<file path="config.mk">
export PLATFORM = sky130hd
export DESIGN_NAME = irq_arbiter_flat
export DESIGN_NICKNAME = d
export VERILOG_FILES = /design/src/rtl/irq_arbiter_if.sv /design/src/rtl/irq_arbiter.sv /design/src/flat_wrapper.sv
export SDC_FILE = /design/constraint.sdc
export NUM_CORES = 1
export LEC_CHECK = 0
export CAP_MARGIN = 20
export CORE_UTILIZATION = 47
export CTS_BUF_LIST = sky130_fd_sc_hd__clkbuf_2
export DETAILED_ROUTE_END_ITERATION = 6
export GPL_TIMING_DRIVEN = 1
export PLACE_DENSITY = 0.81
export SLEW_MARGIN = 15
export SYNTH_ARGS = -nofsm -noshare
export SYNTH_HDL_FRONTEND = slang
export SYNTH_SLANG_ARGS = --single-unit
</file>
<file path="constraint.sdc">
create_clock -name clk -period 2.05 [get_ports clk]
set_input_delay 0.41 -clock clk [delete_from_list [all_inputs] [get_ports clk]]
set_output_delay 0.41 -clock clk [all_outputs]
set_load 0.02 [all_outputs]
</file>
<file path="src/rtl/irq_arbiter_if.sv">
// Bundle of the interrupt arbiter's peripheral-side and core-side signals.
// The slave modport is the arbiter itself; the master modport is the core/peripheral side.
interface irq_arbiter_if #(
    parameter int NUM_SRC = 4,
    parameter int ID_W    = 2
);
    logic [NUM_SRC-1:0] irq_src;
    logic               kernel_mode;
    logic               ack;
    logic               eret;
    logic               mask_wr;
    logic [NUM_SRC-1:0] mask_din;
    logic               IRQ;
    logic [ID_W-1:0]    irq_id;
    logic [NUM_SRC-1:0] mask;
    logic [NUM_SRC-1:0] pending;

    modport slave (
        input  irq_src, kernel_mode, ack, eret, mask_wr, mask_din,
        output IRQ, irq_id, mask, pending
    );

    modport master (
        output irq_src, kernel_mode, ack, eret, mask_wr, mask_din,
        input  IRQ, irq_id, mask, pending
    );
endinterface

</file>
<file path="src/rtl/irq_arbiter.sv">
// Edge-latching, maskable, fixed-priority interrupt arbiter feeding the decoder's IRQ input.
// One interrupt in service at a time; the handler's eret reopens arbitration.
module irq_arbiter #(
    parameter int                 NUM_SRC  = 4,
    parameter int                 ID_W     = 2,
    parameter logic [NUM_SRC-1:0] MASK_RST = {NUM_SRC{1'b1}}
) (
    input  logic         clk,
    input  logic         reset,
    irq_arbiter_if.slave bus
);
    typedef enum logic [1:0] {
        IDLE    = 2'd0,
        REQ     = 2'd1,
        SERVICE = 2'd2
    } state_t;

    state_t             state, state_n;
    logic [NUM_SRC-1:0] src_q;
    logic [NUM_SRC-1:0] pending, pending_n;
    logic [NUM_SRC-1:0] mask;
    logic [ID_W-1:0]    irq_id, irq_id_n;

    logic [NUM_SRC-1:0] rise;
    logic [NUM_SRC-1:0] eligible;
    logic [NUM_SRC-1:0] id_onehot;
    logic [NUM_SRC-1:0] clr;
    logic [ID_W-1:0]    winner;
    logic               id_enabled;
    logic               irq;
    logic               take;

    always_comb begin
        rise      = bus.irq_src & ~src_q;
        eligible  = pending & mask;
        winner    = '0;
        id_onehot = '0;
        // Scanning downward leaves the lowest set index as the winner.
        for (int i = NUM_SRC - 1; i >= 0; i--) begin
            if (eligible[i]) winner = ID_W'(i);
        end
        for (int i = 0; i < NUM_SRC; i++) begin
            if (irq_id == ID_W'(i)) id_onehot[i] = 1'b1;
        end
        id_enabled = |(id_onehot & mask);
        irq        = (state == REQ) && !bus.kernel_mode;
        take       = irq && bus.ack;
        clr        = take ? id_onehot : '0;
        // A fresh edge on the acknowledged source re-arms it rather than being lost.
        pending_n  = (pending & ~clr) | rise;

        state_n  = state;
        irq_id_n = irq_id;
        case (state)
            IDLE: begin
                if ((|eligible) && !bus.kernel_mode) begin
                    state_n  = REQ;
                    irq_id_n = winner;
                end
            end
            REQ: begin
                if (take)             state_n = SERVICE;
                else if (!id_enabled) state_n = IDLE;
            end
            SERVICE: begin
                if (bus.eret) state_n = IDLE;
            end
            default: state_n = IDLE;
        endcase
    end

    always_ff @(posedge clk) begin
        if (reset) begin
            state   <= IDLE;
            src_q   <= bus.irq_src;
            pending <= '0;
            mask    <= MASK_RST;
            irq_id  <= '0;
        end else begin
            state   <= state_n;
            src_q   <= bus.irq_src;
            pending <= pending_n;
            irq_id  <= irq_id_n;
            if (bus.mask_wr) mask <= bus.mask_din;
        end
    end

    assign bus.IRQ     = irq;
    assign bus.irq_id  = irq_id;
    assign bus.mask    = mask;
    assign bus.pending = pending;
endmodule

</file>
<file path="src/flat_wrapper.sv">
// flat-port wrapper written by rule: the top's interface ports become plain ports
module irq_arbiter_flat 
#(
    parameter int                 NUM_SRC  = 4,
    parameter int                 ID_W     = 2,
    parameter logic [NUM_SRC-1:0] MASK_RST = {NUM_SRC{1'b1}}
)
  (clk, reset, bus_irq_src, bus_kernel_mode, bus_ack, bus_eret, bus_mask_wr, bus_mask_din, bus_IRQ, bus_irq_id, bus_mask, bus_pending);
  irq_arbiter_if #(.NUM_SRC(NUM_SRC), .ID_W(ID_W)) bus_i ();
  input  logic clk;
  input  logic reset;
  input wire logic [$bits(bus_i.irq_src)-1:0] bus_irq_src;
  input wire logic [$bits(bus_i.kernel_mode)-1:0] bus_kernel_mode;
  input wire logic [$bits(bus_i.ack)-1:0] bus_ack;
  input wire logic [$bits(bus_i.eret)-1:0] bus_eret;
  input wire logic [$bits(bus_i.mask_wr)-1:0] bus_mask_wr;
  input wire logic [$bits(bus_i.mask_din)-1:0] bus_mask_din;
  output wire logic [$bits(bus_i.IRQ)-1:0] bus_IRQ;
  output wire logic [$bits(bus_i.irq_id)-1:0] bus_irq_id;
  output wire logic [$bits(bus_i.mask)-1:0] bus_mask;
  output wire logic [$bits(bus_i.pending)-1:0] bus_pending;
  assign bus_i.irq_src = bus_irq_src;
  assign bus_i.kernel_mode = bus_kernel_mode;
  assign bus_i.ack = bus_ack;
  assign bus_i.eret = bus_eret;
  assign bus_i.mask_wr = bus_mask_wr;
  assign bus_i.mask_din = bus_mask_din;
  assign bus_IRQ = bus_i.IRQ;
  assign bus_irq_id = bus_i.irq_id;
  assign bus_mask = bus_i.mask;
  assign bus_pending = bus_i.pending;
  irq_arbiter #(.NUM_SRC(NUM_SRC), .ID_W(ID_W), .MASK_RST(MASK_RST)) u_core (.clk(clk), .reset(reset), .bus(bus_i));
endmodule
</file>
== Word level (Yosys, flattened, before mapping) ==
Index checks and enable logic that the tools add are counted.

* Equality and inequality tests: 8
* Mux-type cells: 14
* Bitwise gates (word level): 7
* Reductions and logical operators: 10

{| class="wikitable"
|+ Operators by type and width
! kind !! number
|-
| $and 4x4->4 || 4
|-
| $mux 2 || 8
|-
| $not 4->4 || 2
|-
| $reduce_or 4->1 || 2
|-
| $eq 2x2->1 const B || 3
|-
| $pmux 2 s3 || 1
|-
| $eq 2x1->1 const B || 2
|-
| $logic_not 2->1 || 2
|-
| $mux 1 || 4
|-
| $mux 4 || 1
|-
| $or 4x4->4 || 1
|-
| $logic_and 1x1->1 || 3
|-
| $ne 3x3->1 const B || 1
|-
| $reduce_and 3->1 || 1
|-
| $ne 2x1->1 const B || 1
|-
| $ne 2x2->1 const B || 1
|-
| $reduce_and 2->1 || 1
|-
| $logic_not 1->1 || 1
|}

* Register bits: 16
* Output and inout port bits: 11

== Depth between registers and ports, before layout ==
Gate-level depths: netlist of the first run.

* Depth in word-level cells: 7
* Gate-level depth with buffers: 4
* Depth with buffers taken out: 4

== Worst setup path before layout of the first run ==
OpenSTA, ideal clock, no wires.

* Path type: register to output
* Start: reg u_core.state[0]
* End: out bus_IRQ
* Arrival: 964 ps
* Required time: 1640 ps
* Setup slack: 676 ps
* Cell stages (with the launch flop): 2
* Path through: dfxtp_1 -> nor3b_1

* Longest elaborated chain between the ends: 2

{| class="wikitable"
|+ RTL lines
! what !! RTL line !! source
|-
| start: declaration || irq_arbiter.sv:18 || <nowiki>state_t state, state_n;</nowiki>
|-
| start signal: assignment || irq_arbiter.sv:80 || <nowiki>state <= state_n;</nowiki>
|-
| $eq 2x1->1 || irq_arbiter.sv:46 || <nowiki>irq = (state == REQ) && !bus.kernel_mode;</nowiki>
|-
| $logic_and 1x1->1 || irq_arbiter.sv:46 ||
|-
| end: declaration || flat_wrapper.sv:18 || <nowiki>output wire logic [$bits(bus_i.IRQ)-1:0] bus_IRQ;</nowiki>
|}

No other way between the ends.

== Worst setup path after layout of the first run ==
* Start: reg u_core.irq_id[1], in the netlist u_core.bus.irq_id[1]
* End: out bus_irq_id[1]

{| class="wikitable"
|+ RTL lines
! what !! RTL line !! source
|-
| start: declaration || irq_arbiter.sv:22 || <nowiki>logic [ID_W-1:0] irq_id, irq_id_n;</nowiki>
|-
| start signal: assignment || irq_arbiter.sv:83 || <nowiki>irq_id <= irq_id_n;</nowiki>
|-
| end: declaration || flat_wrapper.sv:19 || <nowiki>output wire logic [$bits(bus_i.irq_id)-1:0] bus_irq_id;</nowiki>
|}

No word-level cell between the ends.

==> reports/metrics.cfg, run 1 <==
[yosys]
synth.distinct_cells=24
ys_warn_count=0
syn_area_um2=643
syn_avg_cell_area_um2=10.5
ys_seq_area_share_pct=49.8
synth_nets=75
syn_inst=61
ys_ff_latch=16

[drt]
drt_iter0_drc=7
drt_wl_total_um=1380
viasPerCell=5.44
antenna_left=0
vias=560
drc=0
wl_per_cell_um=13.4
dr.pass1.iters=4

[worst_setup_path]
path_buf_inv=1
path_max_fanout=7
start_kind=flop
slowest_delay_ps=650
cp-end-kind=primary output
crit_type=reg -> out
worst_ep_arrival_time_ps=1420
critPathTopFamily=buffers and inverters
cp_cell_sequence=clkdlybuf4s50_1
crit_slowest_cell=clkdlybuf4s50_1
required_ps=1640

[clock_tree]
cts_max_level=1
cts_root_buffer=clkbuf_2
numCtsBuffers=3
cts.sinks=16
clock_path_buffers=2
ctsHoldBuffers=0
cts_tree=built
clk_pin_slew_ps=150
clkLatencyLatePin_ps=280

[timing]
fmaxAchievable_ghz=0.546
fin_tns_setup_ps=0
max_slew_margin_pct=69.6
hold_viol_final=0
holdWs_ps=496
drv_slew=0
grt_setup_unrepaired=no
layout_setup_ws_ps=218
min_period_ps=1830
worst_slew_pin_slew_ps=455
fin_crit_sh_pct=89.4
finClkSkew_ps=8.58
setup_viol=0

[final_layout]
antennaDiodeCount=0
syn2layout_area_growth_pct=43.4
final_cell_area_um2=922
nets=104
drive_above_1_share_pct=10.1
num-fill-cells=85

[placement]
placed_area_um2=905
place_congestion=0.748
post-place-ws_ps=5.79
place_hpwl_um=1020
io_buffers=24

[global_route]
grt.overflow.total=0
grt.total_usage_pct=21.4
grt_max_degree=13
grt_first_pass_wirelength_um=2140
antenna_found_initial=0
grt_pass1_vias=485

[floorplan]
die_h_um=39.0
core_area_um2=1190
io_pins=25
start_util_pct=54.2
fp-row-count=12
die_area_um2=1520
die_w_um=39.0

[min_path]
hold_path.class=reg -> reg

[power]
p_clk_share_pct=22.0
vdd_drop_max_v=0.000670
seqPwrFrac_pct=56.9
switching_share_pct=28.0
internal-power_mw=0.449
pwr-share-comb_pct=21.0
switchingPower_mw=0.174
leakagePower_nw=0.339
p_per_area_nw_per_um2=675
total_power_mw=0.623

[flow_run]
cap_violations=0

[run_status]
status=finished clean

==> cell usage in the layout, fill, tap and decap left out <==
cell / n
o31ai_1: 1
a22o_1: 2
a211o_1: 2
a2111oi_2: 1
dfxtp_1: 16
nand2b_1: 7
nor3b_1: 2
a31o_1: 1
a21oi_1: 6
nand2_1: 5
a32oi_1: 1
nand3_1: 1
mux4_2: 1
o21ai_0: 2
nand4bb_2: 1
o21ai_2: 1
o21ai_1: 2
nor2b_1: 2
clkinv_1: 1
inv_1: 1
buf_4: 1
mux2i_1: 2
clkdlybuf4s50_1: 23
clkbuf_2: 3
nor2_1: 1
a211oi_1: 1
dlygate4sd2_1: 1
nor3_4: 1
==> Yosys cell counts, drive strengths merged <==
cell type,count,area (µm²)
a2111oi,1,15.0
nor3b,2,15.0
nor3,1,16.3
a211oi,1,7.51
nand2,5,18.8
clkbuf,1,3.75
nand3,1,5.00
inv,1,3.75
nand4bb,1,16.3
a32oi,1,8.76
mux4,1,22.5
a21oi,6,30.0
a211o,2,17.5
mux2i,2,20.0
nor2b,2,12.5
nand2b,7,43.8
a31o,1,8.76
o21ai,5,28.8
nor2,1,3.75
dfxtp,16,320
a22o,2,17.5
o31ai,1,7.51
==> state kept, by name (all words and copies together) (netlist names) <==
signal,count
u_core.state,2
u_core.bus.mask,4
u_core.bus.irq_id,2
u_core.bus.pending,4
u_core.src_q,4
==> final cells by class <==
class                   instances  area, µm²  share of cell area [%]
flip-flops and latches         16        320                    34.7
multi-input cells              43        315                    34.2
repair buffers                 25        246                    26.7
well taps                      14       17.5                    1.90
clock buffers                   3       15.0                    1.63
clock inverters                 1       3.75                   0.407
inverters                       1       3.75                   0.407
==> repair_timing <==
| action | in CTS | in global routing |
|---|---|---|
| endpoints found under the setup margin | 1 | 0 |
| resized for setup | 1 | 0 |
| setup buffers | 0 | 0 |
==> per-stage QoR <==
stage                     util (%)  cells
after global routing          77.7    103
after CTS                     77.7    103
after global placement        76.3     99
final                         77.7    103
after detailed placement      76.3     99
after floorplan                  -     61
==> final timing paths <==
kind / from / endpoint / slack (ps) / cells past startpoint
max reg2reg: u_core.bus.irq_id[1]$_SDFFE_PP0P_ / u_core.state[0]$_SDFFE_PP0P_ / 760 / 3
min: u_core.src_q[1]$_DFF_P_ / u_core.bus.pending[1]$_SDFF_PP0_ / 500 / 2
max: u_core.bus.irq_id[1]$_SDFFE_PP0P_ / bus_irq_id[1] / 220 / 1
min reg2reg: u_core.src_q[1]$_DFF_P_ / u_core.bus.pending[1]$_SDFF_PP0_ / 500 / 2
==> power by group through the flow <==
stage	Clock, mW	Combinational (mW)	Sequential (mW)
detailed placement	0	0.131	0.361
floorplan	0	0.0504	0.372
global placement	0	0.129	0.361
CTS	0.143	0.132	0.355
global route	0.159	0.141	0.358
finish	0.137	0.131	0.354
==> routing by layer <==
metal | track usage, % | wire length, µm | vias to the layer above
li1 | - | - | 281
met1 | 25.2 | 613 | 259
met2 | 35.8 | 667 | 18
met3 | 8.67 | 90 | 2
met4 | 5.17 | 11 | 0
met5 | 0 | 0 | -
==> cell families (layout without fill, tap and decap cells) <==
family / after synthesis / in the layout / share of synthesized area, %
DFF: 16 / 16 / 49.8
muxes: 3 / 3 / 6.61
buffers and inverters: 2 / 30 / 1.17
AOI/OAI and AO/OA: 20 / 20 / 22.0
and+or+nand+nor: 20 / 20 / 20.4
Power figures use the tool's default switching activity.
==> inputs of run 2 (changes only) <==
Settings changed: RECOVER_POWER set to 100.
==> reports/metrics.cfg, run 2 (same netlist as run 1, synthesis figures left out) <==
[worst_setup_path]
start_kind=flop  ; unchanged
critPathTopFamily=buffers and inverters  ; unchanged
reg2reg_slack_ps=650  ; was 760 ps
slowest_delay_ps=710  ; was 650 ps
cp_cell_sequence=dlygate4sd3_1  ; was clkdlybuf4s50_1
crit_slowest_cell=dlygate4sd3_1  ; was clkdlybuf4s50_1
path_buf_inv=1  ; unchanged
r2r-start=u_core.state[1]$_SDFFE_PP0P_  ; was u_core.bus.irq_id[1]$_SDFFE_PP0P_
worst_ep_arrival_time_ps=1480  ; was 1420 ps
crit_type=reg -> out  ; unchanged
required_ps=1640  ; about the same
r2r_cells=4  ; was 3
timing.rr.end=u_core.bus.irq_id[0]$_SDFFE_PP0P_  ; was u_core.state[0]$_SDFFE_PP0P_
cp-end-kind=primary output  ; unchanged
path_max_fanout=7  ; unchanged

[timing]
min_period_ps=1890  ; was 1830 ps
finClkSkew_ps=8.88  ; was 8.58 ps
grt_setup_unrepaired=no  ; unchanged
fmaxAchievable_ghz=0.530  ; was 0.546 GHz
fin_crit_sh_pct=92.1  ; was 89.4%
hold_viol_final=0  ; unchanged
drv_slew=0  ; unchanged
fin_tns_setup_ps=0  ; unchanged
worst_slew_pin_slew_ps=454  ; was 455 ps
setup_viol=0  ; unchanged
max_slew_margin_pct=69.7  ; was 69.6%

[run_status]
status=finished clean  ; unchanged

[global_route]
grt_pass1_vias=485  ; unchanged
grt_max_degree=13  ; unchanged
antenna_found_initial=0  ; unchanged
grt_first_pass_wirelength_um=2140  ; unchanged
grt.overflow.total=0  ; unchanged
grt.total_usage_pct=21.4  ; unchanged

[power]
vdd_drop_max_v=0.000664  ; was 0.000670 V
switching_share_pct=28.0  ; about the same
leakagePower_nw=0.345  ; was 0.339 nW
p_per_area_nw_per_um2=675  ; about the same
p_clk_share_pct=22.7  ; was 22.0%
internal-power_mw=0.438  ; was 0.449 mW
switchingPower_mw=0.170  ; was 0.174 mW
pwr-share-comb_pct=19.4  ; was 21.0%
seqPwrFrac_pct=57.9  ; was 56.9%

[min_path]
hold_end=u_core.bus.pending[1]$_SDFF_PP0_  ; unchanged
whs_path_depth=2  ; unchanged
hp-start=u_core.src_q[1]$_DFF_P_  ; unchanged
hold_path.class=reg -> reg  ; unchanged

[clock_tree]
clkLatencyLatePin_ps=280  ; about the same
cts_max_level=1  ; unchanged
clock_path_buffers=2  ; unchanged
ctsHoldBuffers=0  ; unchanged
cts_tree=built  ; unchanged
numCtsBuffers=3  ; unchanged
clk_pin_slew_ps=150  ; about the same
cts_root_buffer=clkbuf_2  ; unchanged
cts.sinks=16  ; unchanged

[placement]
placed_area_um2=905  ; unchanged
place_hpwl_um=1020  ; unchanged
place_congestion=0.748  ; unchanged
io_buffers=24  ; unchanged
dp.cells=99  ; unchanged

[drt]
drt_iter0_drc=6  ; was 7
antenna_left=0  ; unchanged
drt_wl_total_um=1370  ; was 1380 µm
viasPerCell=5.44  ; unchanged
wl_per_cell_um=13.3  ; was 13.4 µm
drc=0  ; unchanged
dr.pass1.iters=4  ; unchanged
vias=560  ; unchanged

[floorplan]
start_util_pct=54.2  ; unchanged
fp-row-count=12  ; unchanged
die_h_um=39.0  ; unchanged
die_w_um=39.0  ; unchanged
die_area_um2=1520  ; unchanged
io_pins=25  ; unchanged
core_area_um2=1190  ; unchanged

[final_layout]
antennaDiodeCount=0  ; unchanged
stdcell_count=103  ; unchanged
largestRegisters=u_core.bus.mask: 4 flops, u_core.bus.pending: 4 flops, u_core.src_q: 4 flops  ; unchanged
final_cell_mix=16 x dlygate4sd3_1, 16 x dfxtp_1, 7 x nand2b_1, 7 x clkdlybuf4s50_1, 6 x a21oi_1  ; was 23 x clkdlybuf4s50_1, 16 x dfxtp_1, 7 x nand2b_1, 6 x a21oi_1, 5 x nand2_1
nets=104  ; unchanged
syn2layout_area_growth_pct=40.3  ; was 43.4%
fin_util_pct=76.1  ; was 77.7%
drive_above_1_share_pct=6.74  ; was 10.1%
final_cell_area_um2=902  ; was 922 µm²

[flow_run]
cap_violations=0  ; unchanged

-- run 2: cell count changes in the layout (fill, tap and decap cells not counted), moves of 2 or more --
cell and delta:
o21ai_0 +3, dlygate4sd3_1 +16, clkdlybuf4s50_1 -16, o21ai_1 -2
-- run 2: final cells by class --
| type | instances | area [µm²] |
|---|---|---|
| clock buffers | 3 | 15.0 |
| well taps | 14 | 17.5 |
| inverters | 1 | 3.75 |
| flip-flops and latches | 16 | 320 |
| fillers | 88 | 284 |
| clock inverters | 1 | 3.75 |
| multi-input cells | 43 | 295 |
| repair buffers | 25 | 246 |
-- run 2: timing repair --
| action | 4_1_cts | 5_1_grt |
|---|---|---|
| hold endpoints to repair | 0 | 0 |
| resized for setup | 1 | 0 |
| buffers inserted | 0 | 0 |
| endpoints found under the setup margin | 1 | 0 |
-- run 2: metrics by stage --
stage | hold slack [ps] | power (mW) | worst slack (ps)
after floorplan | 438 | 0.423 | 676
after global placement | 470 | 0.489 | 27.4
after detailed placement | 480 | 0.493 | 5.79
after CTS | 501 | 0.630 | 207
after global routing | 534 | 0.643 | 58.5
final | 496 | 0.609 | 162
-- run 2: how the worst max path moves through the flow --
| stage | startpoint | to | slack [ps] | cells past startpoint |
|---|---|---|---|---|
| after floorplan | u_core.state[0]$_SDFFE_PP0P_ | bus_IRQ | 680 | 1 |
| after global placement | bus_kernel_mode | bus_IRQ | 30 | 3 |
| after detailed placement | bus_kernel_mode | bus_IRQ | 6 | 3 |
| after CTS | u_core.bus.irq_id[1]$_SDFFE_PP0P_ | bus_irq_id[1] | 210 | 1 |
| after global routing | u_core.bus.irq_id[1]$_SDFFE_PP0P_ | bus_irq_id[1] | 60 | 1 |
| final | u_core.bus.irq_id[1]$_SDFFE_PP0P_ | bus_irq_id[1] | 160 | 1 |
-- run 2: power by group through the flow --
stage / Clock (mW) / Combinational [mW] / Sequential [mW]
floorplan: 0 / 0.0504 / 0.372
global placement: 0 / 0.129 / 0.361
detailed placement: 0 / 0.131 / 0.361
CTS: 0.143 / 0.132 / 0.355
global route: 0.159 / 0.129 / 0.356
finish: 0.138 / 0.118 / 0.352
-- run 2: per-layer routing --
layer	up-vias	part of all wire, %	GRT usage [%]	wire, µm
met4	0	0.80	5.17	11
met1	257	44	25.2	602
li1	283	-	-	-
met2	18	49	35.8	668
met3	2	6.6	8.67	91
met5	-	0	0	0
==> inputs of run 3 (changes only) <==
Settings changed: CORE_AREA set to 2 2 39 41, CORE_UTILIZATION 47 to unset, DIE_AREA set to 0 0 41 43, DONT_BUFFER_PORTS set to 1, PLACE_DENSITY 0.81 to 0.59.
==> reports/metrics.cfg, run 3 (same netlist as run 1, synthesis figures left out) <==
[clock_tree]
clock_path_buffers=2  ; unchanged
cts_max_level=1  ; unchanged
ctsHoldBuffers=0  ; unchanged
cts_resized=0  ; was 1
numCtsBuffers=3  ; unchanged
cts_root_buffer=clkbuf_2  ; unchanged
cts.sinks=16  ; unchanged
clk_pin_slew_ps=150  ; about the same
cts_tree=built  ; unchanged
clkLatencyLatePin_ps=280  ; about the same
post-cts-setup-buffers=0  ; unchanged

[global_route]
grt_pass1_vias=444  ; was 485
grt_max_degree=13  ; unchanged
grt_first_pass_wirelength_um=1900  ; was 2140 µm
grt.total_usage_pct=15.9  ; was 21.4%
grt.overflow.total=0  ; unchanged
antenna_found_initial=0  ; unchanged

[timing]
fin_crit_sh_pct=77.7  ; was 92.1%
worst_slew_pin_slew_ps=408  ; was 454 ps
fin_tns_setup_ps=0  ; unchanged
max_slew_margin_pct=72.7  ; was 69.7%
grt_setup_unrepaired=no  ; unchanged
min_period_ps=1590  ; was 1890 ps
hold_viol_final=0  ; unchanged
fmaxAchievable_ghz=0.628  ; was 0.530 GHz
setup_viol=0  ; unchanged
drv_slew=0  ; unchanged
finClkSkew_ps=7.87  ; was 8.88 ps

[floorplan]
start_util_pct=46.5  ; was 54.2%
io_pins=25  ; unchanged
core_area_um2=1380  ; was 1190 µm²
fp-row-count=14  ; was 12
die_area_um2=1760  ; was 1520 µm²
die_w_um=41  ; was 39.0 µm
die_h_um=43  ; was 39.0 µm

[worst_setup_path]
reg2reg_slack_ps=630  ; was 650 ps
worst_ep_arrival_time_ps=1180  ; was 1480 ps
path_max_fanout=5  ; was 7
start_kind=flop  ; unchanged
r2r_cells=4  ; unchanged
cp-end-kind=primary output  ; unchanged
required_ps=1640  ; about the same
timing.rr.end=u_core.bus.irq_id[0]$_SDFFE_PP0P_  ; unchanged
r2r-start=u_core.bus.mask[2]$_SDFFE_PP1P_  ; was u_core.state[1]$_SDFFE_PP0P_
crit_type=reg -> out  ; unchanged

[power]
switchingPower_mw=0.156  ; was 0.170 mW
vdd_drop_max_v=0.000415  ; was 0.000664 V
internal-power_mw=0.404  ; was 0.438 mW
pwr-share-comb_pct=9.1  ; was 19.4%
p_per_area_nw_per_um2=834  ; was 675 nW/µm²
leakagePower_nw=0.238  ; was 0.345 nW
switching_share_pct=27.8  ; was 28.0%
p_clk_share_pct=24.6  ; was 22.7%
seqPwrFrac_pct=66.3  ; was 57.9%
total_power_mw=0.559  ; was 0.609 mW

[run_status]
status=finished clean  ; unchanged

[drt]
drt_wl_total_um=1190  ; was 1370 µm
drc=0  ; unchanged
viasPerCell=5.74  ; was 5.44
drt_iter0_drc=8  ; was 6
wl_per_cell_um=14.7  ; was 13.3 µm
dr.pass1.iters=4  ; unchanged
antenna_left=0  ; unchanged
vias=465  ; was 560

[min_path]
hp-start=bus_irq_src[2]  ; was u_core.src_q[1]$_DFF_P_
whs_path_depth=0  ; was 2
hold_path.class=in -> reg  ; was reg -> reg
hold_end=u_core.src_q[2]$_DFF_P_  ; was u_core.bus.pending[1]$_SDFF_PP0_

[final_layout]
antennaDiodeCount=0  ; unchanged
multiInputGateArea_um2=304  ; was 295 µm²
regArea_um2=320  ; unchanged
largestRegisters=u_core.bus.mask: 4 flops, u_core.bus.pending: 4 flops, u_core.src_q: 4 flops  ; unchanged
drive_above_1_share_pct=9.23  ; was 6.74%
syn2layout_area_growth_pct=4.28  ; was 40.3%
final_common_cell=dfxtp_1
nets=80  ; was 104
final_cell_mix=16 x dfxtp_1, 7 x nand2b_1, 6 x a21oi_1, 5 x nand2_1, 4 x o21ai_0  ; was 16 x dlygate4sd3_1, 16 x dfxtp_1, 7 x nand2b_1, 7 x clkdlybuf4s50_1, 6 x a21oi_1
num-fill-cells=155  ; was 88

[placement]
io_buffers=0  ; was 24
place_hpwl_um=874  ; was 1020 µm
place_congestion=0.747  ; was 0.748

[flow_run]
cap_violations=0  ; unchanged

==> run 3: cell count changes in the layout (fill, tap and decap cells not counted), sizes merged <==
cell and change:
dlygate4sd2 -1, dlygate4sd3 -16, clkdlybuf4s50 -7
==> run 3: power by group through the flow <==
stage	clock (mW)	sequential [mW]	combinational, mW
finish	0.137	0.371	0.0509
global route	0.157	0.375	0.0566
CTS	0.140	0.372	0.0551
detailed placement	0	0.379	0.0544
global placement	0	0.379	0.0543
floorplan	0	0.372	0.0504
==> run 3: cell type report <==
cell class | count | area share (%)
Multi-Input combinational cell | 43 | 45.3
Clock inverter | 1 | 0.560
Clock buffer | 3 | 2.24
Sequential cell | 16 | 47.8
Tap cell | 16 | 2.99
Timing Repair Buffer | 1 | 0.560
Inverter | 1 | 0.560
==> run 3: worst max path at each step <==
stage	from	end	cells after the start
finish	u_core.state[0]$_SDFFE_PP0P_	bus_IRQ	2
global route	u_core.state[0]$_SDFFE_PP0P_	bus_IRQ	2
floorplan	u_core.state[0]$_SDFFE_PP0P_	bus_IRQ	1
global placement	u_core.bus.irq_id[1]$_SDFFE_PP0P_	u_core.state[0]$_SDFFE_PP0P_	3
CTS	u_core.state[0]$_SDFFE_PP0P_	bus_IRQ	2
detailed placement	u_core.bus.irq_id[1]$_SDFFE_PP0P_	u_core.state[0]$_SDFFE_PP0P_	3
==> run 3: critical path: stages (launching register included) <==
cell,delay [ps]
dfxtp_1,450
nor3b_1,200
clkbuf_1,250
==> run 3: layer usage <==
metal / GRT usage [%] / wire length [µm] / vias to the layer above / share of wire, %
met5: 0 / 0 / - / 0
met4: 10.0 / 14 / 0 / 1.2
met3: 4.71 / 87 / 2 / 7.3
met2: 21.9 / 576 / 14 / 48
met1: 20.9 / 513 / 215 / 43
li1: - / - / 234 / -
==> run 3: metrics by stage <==
stage               setup slack [ps]  util [%]  cells  instance area (µm²)  hold WS, ps
global placement                 698      48.2     77                  667          438
floorplan                        676         -     61                  643          438
global route                     367      48.5     81                  671          104
detailed placement               679      48.2     77                  667          438
finish                           456      48.5     81                  671          135
CTS                              501      49.5     81                  686          126
